File: src/rtl/pipeline_ctrl_pkg.sv
// Shared definitions for the pipeline stall/flush sequencer: state encoding,
// sequencing counter width, perf counter width and the pipeline-register
// control word with its canonical values.
package pipeline_ctrl_pkg;

   localparam int REG_ADDR_W_DEF = 4;
   localparam int CNT_W          = 4;
   localparam int PERF_W         = 16;

   typedef enum logic [1:0] {
      RUN        = 2'd0,
      LOAD_STALL = 2'd1,
      FLUSH      = 2'd2,
      MEM_WAIT   = 2'd3
   } state_t;

   // One bit per pipeline-register control, MSB first.
   typedef struct packed {
      logic pc_write;
      logic ifid_write;
      logic ifid_flush;
      logic idex_write;
      logic idex_flush;
      logic exmem_write;
   } ctrl_t;

   // Normal flow: everything advances, nothing cleared.
   localparam ctrl_t CTRL_RUN    = '{1'b1, 1'b1, 1'b0, 1'b1, 1'b0, 1'b1};
   // Data memory busy (or in reset): nothing moves.
   localparam ctrl_t CTRL_FREEZE = '{1'b0, 1'b0, 1'b0, 1'b0, 1'b0, 1'b0};
   // Load-use: hold PC and IF/ID, inject a bubble into ID/EX, let EX drain.
   localparam ctrl_t CTRL_STALL  = '{1'b0, 1'b0, 1'b0, 1'b1, 1'b1, 1'b1};
   // Taken branch: fetch the target, squash IF/ID and ID/EX.
   localparam ctrl_t CTRL_FLUSH  = '{1'b1, 1'b1, 1'b1, 1'b1, 1'b1, 1'b1};

endpackage

File: src/rtl/pipeline_hazard_controller_hazard_detect.sv
// Load-use hazard detection between the ID instruction and a load in EX.
// Purely combinational (0 cycles); shared with the forwarding unit.
// Ports: ID source addresses/usage, EX load/write/destination -> luse.
module hazard_detect #(
   parameter int REG_ADDR_W = 4,
   parameter int R0_IS_ZERO = 1
) (
   input  logic [REG_ADDR_W-1:0] id_rega_addr,
   input  logic [REG_ADDR_W-1:0] id_regb_addr,
   input  logic                  id_uses_rega,
   input  logic                  id_uses_regb,
   input  logic                  ex_data_mem,
   input  logic                  ex_write_inst,
   input  logic [REG_ADDR_W-1:0] ex_regc_addr,
   output logic                  luse
);

   logic match_a;
   logic match_b;
   logic r0_mask;

   assign match_a = id_uses_rega & (id_rega_addr == ex_regc_addr);
   assign match_b = id_uses_regb & (id_regb_addr == ex_regc_addr);
   // A load into the hardwired zero register never produces a usable value.
   assign r0_mask = (R0_IS_ZERO != 0) && (ex_regc_addr == '0);
   assign luse    = ex_data_mem & ex_write_inst & (match_a | match_b) & ~r0_mask;

endmodule

File: src/rtl/pipeline_hazard_controller.sv
// Stall/flush sequencer for the 5-stage pipeline: drives enable/flush of PC,
// IF/ID, ID/EX, EX/MEM. Mealy outputs; state and bubble counter registered.
// Ports: ID/EX hazard inputs, branch_taken, mem_busy -> *_write/*_flush,
// optional perf counters stall_cnt/flush_cnt (macro HAZARD_PERF_CNT_EN).
module pipeline_hazard_controller
   import pipeline_ctrl_pkg::*;
#(
   parameter int REG_ADDR_W        = REG_ADDR_W_DEF,
   parameter int FLUSH_CYCLES      = 1,
   parameter int LOAD_STALL_CYCLES = 1,
   parameter int R0_IS_ZERO        = 1
) (
   input  logic                  clk,
   input  logic                  reset_n,
   input  logic [REG_ADDR_W-1:0] id_regA_adress,
   input  logic [REG_ADDR_W-1:0] id_regB_adress,
   input  logic                  id_uses_regA,
   input  logic                  id_uses_regB,
   input  logic                  ex_data_mem,
   input  logic                  ex_write_inst,
   input  logic [REG_ADDR_W-1:0] ex_regC_adress,
   input  logic                  branch_taken,
   input  logic                  mem_busy,
   output logic                  pc_write,
   output logic                  ifid_write,
   output logic                  ifid_flush,
   output logic                  idex_write,
   output logic                  idex_flush,
   output logic                  exmem_write,
   output logic [PERF_W-1:0]     stall_cnt,
   output logic [PERF_W-1:0]     flush_cnt
);

   localparam logic [CNT_W-1:0] FLUSH_LOAD = CNT_W'(FLUSH_CYCLES - 1);
   localparam logic [CNT_W-1:0] STALL_LOAD = CNT_W'(LOAD_STALL_CYCLES - 1);

   state_t           state_q, state_d;
   logic [CNT_W-1:0] cnt_q, cnt_d;
   ctrl_t            ctrl;
   logic             run_rules;
   logic             luse;

   hazard_detect #(
      .REG_ADDR_W (REG_ADDR_W),
      .R0_IS_ZERO (R0_IS_ZERO)
   ) u_hazard_detect (
      .id_rega_addr  (id_regA_adress),
      .id_regb_addr  (id_regB_adress),
      .id_uses_rega  (id_uses_regA),
      .id_uses_regb  (id_uses_regB),
      .ex_data_mem   (ex_data_mem),
      .ex_write_inst (ex_write_inst),
      .ex_regc_addr  (ex_regC_adress),
      .luse          (luse)
   );

   always_ff @(posedge clk or negedge reset_n) begin
      if (!reset_n) begin
         state_q <= RUN;
         cnt_q   <= '0;
      end else begin
         state_q <= state_d;
         cnt_q   <= cnt_d;
      end
   end

   always_comb begin
      state_d   = state_q;
      cnt_d     = cnt_q;
      ctrl      = CTRL_RUN;
      run_rules = 1'b0;

      case (state_q)
         RUN: run_rules = 1'b1;
         // Leaving MEM_WAIT is a full RUN decision, so a branch or hazard
         // that waited in EX behind the memory is acted on at release.
         MEM_WAIT: begin
            if (mem_busy) ctrl = CTRL_FREEZE;
            else          run_rules = 1'b1;
         end
         // Multi-cycle sequences pause (state and cnt held) under mem_busy.
         LOAD_STALL: begin
            if (mem_busy) begin
               ctrl = CTRL_FREEZE;
            end else begin
               ctrl = CTRL_STALL;
               // Counter loaded with N-1 on entry; last bubble is at cnt==1.
               if (cnt_q <= CNT_W'(1)) begin
                  state_d = RUN;
                  cnt_d   = '0;
               end else begin
                  cnt_d = cnt_q - CNT_W'(1);
               end
            end
         end
         FLUSH: begin
            if (mem_busy) begin
               ctrl = CTRL_FREEZE;
            end else begin
               ctrl = CTRL_FLUSH;
               if (cnt_q <= CNT_W'(1)) begin
                  state_d = RUN;
                  cnt_d   = '0;
               end else begin
                  cnt_d = cnt_q - CNT_W'(1);
               end
            end
         end
         default: state_d = RUN;
      endcase

      if (run_rules) begin
         state_d = RUN;
         if (mem_busy) begin
            ctrl    = CTRL_FREEZE;
            state_d = MEM_WAIT;
         end else if (branch_taken) begin
            // Branch beats luse: the ID instruction is squashed anyway.
            ctrl = CTRL_FLUSH;
            if (FLUSH_CYCLES > 1) begin
               state_d = FLUSH;
               cnt_d   = FLUSH_LOAD;
            end
         end else if (luse) begin
            ctrl = CTRL_STALL;
            if (LOAD_STALL_CYCLES > 1) begin
               state_d = LOAD_STALL;
               cnt_d   = STALL_LOAD;
            end
         end
      end
   end

   // Hold every pipeline register still while reset is asserted.
   assign pc_write    = reset_n & ctrl.pc_write;
   assign ifid_write  = reset_n & ctrl.ifid_write;
   assign ifid_flush  = reset_n & ctrl.ifid_flush;
   assign idex_write  = reset_n & ctrl.idex_write;
   assign idex_flush  = reset_n & ctrl.idex_flush;
   assign exmem_write = reset_n & ctrl.exmem_write;

`ifdef HAZARD_PERF_CNT_EN
   logic [PERF_W-1:0] stall_cnt_q, stall_cnt_d;
   logic [PERF_W-1:0] flush_cnt_q, flush_cnt_d;

   always_comb begin
      stall_cnt_d = stall_cnt_q;
      flush_cnt_d = flush_cnt_q;
      if (!pc_write && (stall_cnt_q != '1)) stall_cnt_d = stall_cnt_q + PERF_W'(1);
      if (ifid_flush && (flush_cnt_q != '1)) flush_cnt_d = flush_cnt_q + PERF_W'(1);
   end

   always_ff @(posedge clk or negedge reset_n) begin
      if (!reset_n) begin
         stall_cnt_q <= '0;
         flush_cnt_q <= '0;
      end else begin
         stall_cnt_q <= stall_cnt_d;
         flush_cnt_q <= flush_cnt_d;
      end
   end

   assign stall_cnt = stall_cnt_q;
   assign flush_cnt = flush_cnt_q;
`else
   assign stall_cnt = '0;
   assign flush_cnt = '0;
`endif

endmodule
File: config.mk
export PLATFORM = sky130hd
export DESIGN_NAME = pipeline_hazard_controller
export DESIGN_NICKNAME = d
export VERILOG_FILES = /design/src/rtl/pipeline_ctrl_pkg.sv /design/src/rtl/pipeline_hazard_controller_hazard_detect.sv /design/src/rtl/pipeline_hazard_controller.sv
export SDC_FILE = /design/constraint.sdc
export NUM_CORES = 1
export LEC_CHECK = 0
export BUFFER_PORTS_ARGS = -buffer_cell sky130_fd_sc_hd__buf_4
export CAP_MARGIN = 20
export CORE_MARGIN = 3
export CORE_UTILIZATION = 32
export CTS_BUF_LIST = sky130_fd_sc_hd__clkbuf_8
export DETAILED_ROUTE_END_ITERATION = 16
export HOLD_SLACK_MARGIN = 0.05
export PLACE_DENSITY = 0.81
export REMOVE_ABC_BUFFERS = 1
export SYNTH_ARGS = -nofsm -noshare
export SYNTH_HDL_FRONTEND = slang
export SYNTH_SLANG_ARGS = --single-unit
File: constraint.sdc
create_clock -name clk -period 1.38 [get_ports clk]
set_input_delay 0.069 -clock clk [delete_from_list [all_inputs] [get_ports clk]]
set_output_delay 0.069 -clock clk [all_outputs]
set_load 0.02 [all_outputs]
# After elaboration in Yosys (flattened, before gate mapping)
# Cells that the tools add are included.
[op_classes]
order_cmp = 1
add_sub_neg = 1
n_reduce_logical = 7
n_bitwise = 14
n_mux = 16
n_eq_ne = 6
[op_table]
columns = ["op", "n"]
rows = [
  ["$mux 6", 6],
  ["$pmux 6 s3", 1],
  ["$and 1x1->1", 11],
  ["$mux 2", 5],
  ["$eq 4x4->1", 2],
  ["$eq 2x2->1 const B", 2],
  ["$le 4x1->1 const B", 1],
  ["$logic_not 4->1", 1],
  ["$mux 4", 1],
  ["$reduce_bool 2->1", 2],
  ["$sub 4x1->4 const B", 1],
  ["$mux 3", 1],
  ["$reduce_and 3->1", 1],
  ["$eq 2x1->1 const B", 1],
  ["$logic_not 2->1", 1],
  ["$ne 2x1->1 const B", 1],
  ["$not 1->1", 2],
  ["$pmux 1 s2", 1],
  ["$reduce_and 2->1", 1],
  ["$reduce_or 2->1", 1],
  ["$mux 1", 1],
  ["$or 1x1->1", 1],
]
[totals]
elab_cells = 47
register_bits = 6
in_bits = 20

# Depth between registers and ports, before layout
[depth]
ltp_word = 10
ltp_mapped = 5
ltp_nobuf = 4

# Hierarchy
# Synthesis repeated with hierarchy kept, for this count alone.
[hier_totals]
hier_cells = 57
area_unflattened_um2 = 410.4
[by_module_without_submodules]
columns = ["mod", "instances", "area_each_um2", "cells_per_inst", "seq_area_each_um2"]
rows = [
  ["pipeline_hazard_controller", 1, 302.8, 42, 0.0],
  ["hazard_detect", 1, 107.6, 15, 0.0],
]

# Worst setup path before layout
# OpenSTA, ideal clock, no wires.
[synth_path]
path_type = "input to output"
startpoint = "in ex_regC_adress[0]"
endpoint = "out pc_write"
t_arrival_ns = 1.468
required_time_ns = 1.311
n_path_buf = 1
cell_stages = 5
slack_ns = -0.157
path_cell_list = "or4_1 nand3_2 nor3_1 a221oi_2 buf_4"
[synth_via]
elab_chain_len = 10
[synth_rtl]
columns = ["element", "line_no", "rtl"]
rows = [
  ["start, declared", "pipeline_hazard_controller.sv:21", "input logic [REG_ADDR_W-1:0] ex_regC_adress,"],
  ["$eq 4x4->1, on equally long branches", "pipeline_hazard_controller_hazard_detect.sv:22, pipeline_hazard_controller_hazard_detect.sv:23", ""],
  ["$and 1x1->1, on equally long branches", "pipeline_hazard_controller_hazard_detect.sv:22, pipeline_hazard_controller_hazard_detect.sv:23", ""],
  ["$or 1x1->1", "pipeline_hazard_controller_hazard_detect.sv:26", "assign luse = ex_data_mem & ex_write_inst & (match_a | match_b) & ~r0_mask;"],
  ["$and 1x1->1", "pipeline_hazard_controller_hazard_detect.sv:26", ""],
  ["$and 1x1->1 (*)", "pipeline_hazard_controller_hazard_detect.sv:26", ""],
  ["$mux 6 (*)", "pipeline_hazard_controller.sv:124", "end else if (luse) begin"],
  ["$mux 6 (*)", "pipeline_hazard_controller.sv:117", "end else if (branch_taken) begin"],
  ["$mux 6 (*)", "pipeline_hazard_controller.sv:114", "if (mem_busy) begin"],
  ["$mux 6 (*)", "pipeline_hazard_controller.sv:112", "if (run_rules) begin"],
  ["$and 1x1->1 (*)", "pipeline_hazard_controller.sv:135", "assign pc_write = reset_n & ctrl.pc_write;"],
  ["end, declared", "pipeline_hazard_controller.sv:24", "output logic pc_write,"],
]
# Mark *: on every way between the ends. The rest lies on a longest branch, timed or not.

# Worst setup path in the final report
[layout_path]
startpoint = "in ex_regC_adress[3]"
endpoint = "out ifid_write"
[layout_via]
elab_chain_len = 10
[layout_rtl]
columns = ["element", "line_no", "rtl"]
rows = [
  ["$eq 4x4->1, on equally long branches", "pipeline_hazard_controller_hazard_detect.sv:22, pipeline_hazard_controller_hazard_detect.sv:23", ""],
  ["$and 1x1->1, on equally long branches", "pipeline_hazard_controller_hazard_detect.sv:22, pipeline_hazard_controller_hazard_detect.sv:23", ""],
  ["$or 1x1->1", "pipeline_hazard_controller_hazard_detect.sv:26", ""],
  ["$and 1x1->1", "pipeline_hazard_controller_hazard_detect.sv:26", ""],
  ["$and 1x1->1 (*)", "pipeline_hazard_controller_hazard_detect.sv:26", ""],
  ["$mux 6 (*)", "pipeline_hazard_controller.sv:124", ""],
  ["$mux 6 (*)", "pipeline_hazard_controller.sv:117", ""],
  ["$mux 6 (*)", "pipeline_hazard_controller.sv:114", ""],
  ["$mux 6 (*)", "pipeline_hazard_controller.sv:112", ""],
  ["$and 1x1->1 (*)", "pipeline_hazard_controller.sv:136", "assign ifid_write = reset_n & ctrl.ifid_write;"],
  ["end, declared", "pipeline_hazard_controller.sv:25", "output logic ifid_write,"],
]
# Marked as above.

==> results.toml <==
[cells_and_area]
ff_latch_area_um2 = 0
antenna_cells = 0
fin_nets = 111
layout-drive-gt1-share = 0.416
finalInstanceArea_um2 = 577
nClkBuffers = 0
fillers = 133
design.seq.count = 0
final_util = 0.480
syn_to_final_growth_pct = 29.5

[detailed_routing]
ant_nets = 0
wl_um = 919
avgViaCountPerCell = 3.83
drc = 0
first_pass_iters = 2
wl_per_cell_um = 8.92
drtIter0Drc = 1
vias = 395

[timing]
slew_violations = 0
holdWs_ns = 0.429
clock.fmax_mhz = 723
hold_viol_final = 0
finalCritPeriodShare = 1.00
setup_viol = 3
rsz0062_at_grt = "yes"
postLayoutSetupSlackWorst_ns = -0.00263
fin_crit_ns = 1.38

[synth]
seq_area_frac_synth = 0
yosysWarningCount = 0
synthTopCellsByArea = "buf_4 (57%), xnor2_1 (7.9%), nor3_1 (3.4%), a221oi_2 (3.4%), inv_1 (3.4%)"
syn_area_per_cell_um2 = 7.18
netlist_instances = 62
yosysMostFrequentCell = "buf_4"
yosysTopAreaCell = "buf_4"
netlist_area_um2 = 445
ys_types = 20
synth_top_area_share = 0.573
yosys-top-cells-count = "buf_4 (34), inv_1 (4), xnor2_1 (4)"

[placement]
dp_hpwl_um = 827
dp_slack_ns = -0.122
io_buffers = 25
gp_congestion = 0.657
placed_cell_area_um2 = 542

[global_routing]
grt_pass1_vias = 314
track_usage = 0.0818
grt_max_degree = 5
grt_overflow = 0
antenna_found_initial = 0
grt_pass1_wl_um = 1240

[critical_path]
critPathCaptureType = "primary output"
worstPathArrival_ns = 1.31
required_ns = 1.31
path_class = "input pin to primary output"
critPathMaxFanout = 3
start_kind = "input pin"

[die]
die_area_mm2 = 0.00188
core_mm2 = 0.00120
start_util = 0.371
io_pins = 58
rows = 12
die_height_um = 43.3
fp.dieW_um = 43.3

[power]
ir_drop_v = 0.000171
pwr_density_cell_mw_per_mm2 = 370
total_power_mw = 0.213
p_leak_nw = 0.331

[hold_path]
holdCritPathClass = "input pin to primary output"

[outcome]
status = "complete, but fails checks"
violations = "setup timing"

[run]
drv_cap = 0

[cts]
cts_hold_buf = 0
-- through the flow --
step | std cells | setup TNS (ns)
final | 103 | -0.00566
after floorplan | 59 | -0.389
after detailed placement | 102 | -0.281
after global placement | 102 | -0.138
after global routing | 103 | -0.202
after CTS | 102 | -0.0418
-- critical path, stage by stage --
cell,delay (ns)
buf_6,0.09
or4_4,0.54
nand3_4,0.09
nor3_2,0.05
a221oi_2,0.27
buf_4,0.19
-- final timing paths --
path	start	endpoint	slack [ns]	cells past startpoint
worst max-delay path	ex_regC_adress[3]	ifid_write	-0.003	6
worst min-delay path	mem_busy	idex_write	0.43	3
-- cells by family (layout without fill, tap and decap cells) --
group,count (synthesis),after routing,synth area share
buffers and inverters,39,35,0.615
AO/OA/AOI/OAI,5,5,0.115
AND/OR/NAND/NOR,12,12,0.163
other,1,32,0.00842
XOR/XNOR,5,5,0.0983
-- layout by cell type (no fill, tap or decap) --
cell	count
nand2_2	1
or4_4	1
conb_1	32
buf_4	27
nor3_1	2
a211o_1	1
xnor2_1	4
nand3_4	1
xor2_1	1
nor2_1	1
a221oi_2	1
nand2b_1	2
inv_1	4
inv_2	1
nor4_1	1
nor2b_1	1
buf_6	3
o22ai_1	1
o2111ai_1	1
a211oi_2	1
nor3_2	1
nand3_1	1
-- layout make-up --
type	count	area, um^2	share of cell area
Inverter	5	18.8	0.0325
Multi-Input combinational cell	54	304	0.527
Tap cell	14	17.5	0.0304
Timing Repair Buffer	30	236	0.410
-- where the power goes --
part,switching (mW),internal [mW]
combinational,0.135,0.0786
clock,0,0
sequential,0,0
-- timing repair --
item,4_1_cts,5_1_grt
setup buffers,0,1
endpoints found under the setup margin,3,2
pin swaps,4,0
resized for setup,5,1
-- per-layer routing --
metal	vias up	part of all wire	GRT usage
li1	191	-	-
met1	163	0.29	0.0854
met2	41	0.50	0.171
met3	0	0.20	0.0169
met4	0	0	0
met5	-	0	0
(Power assumes the default switching activity.)
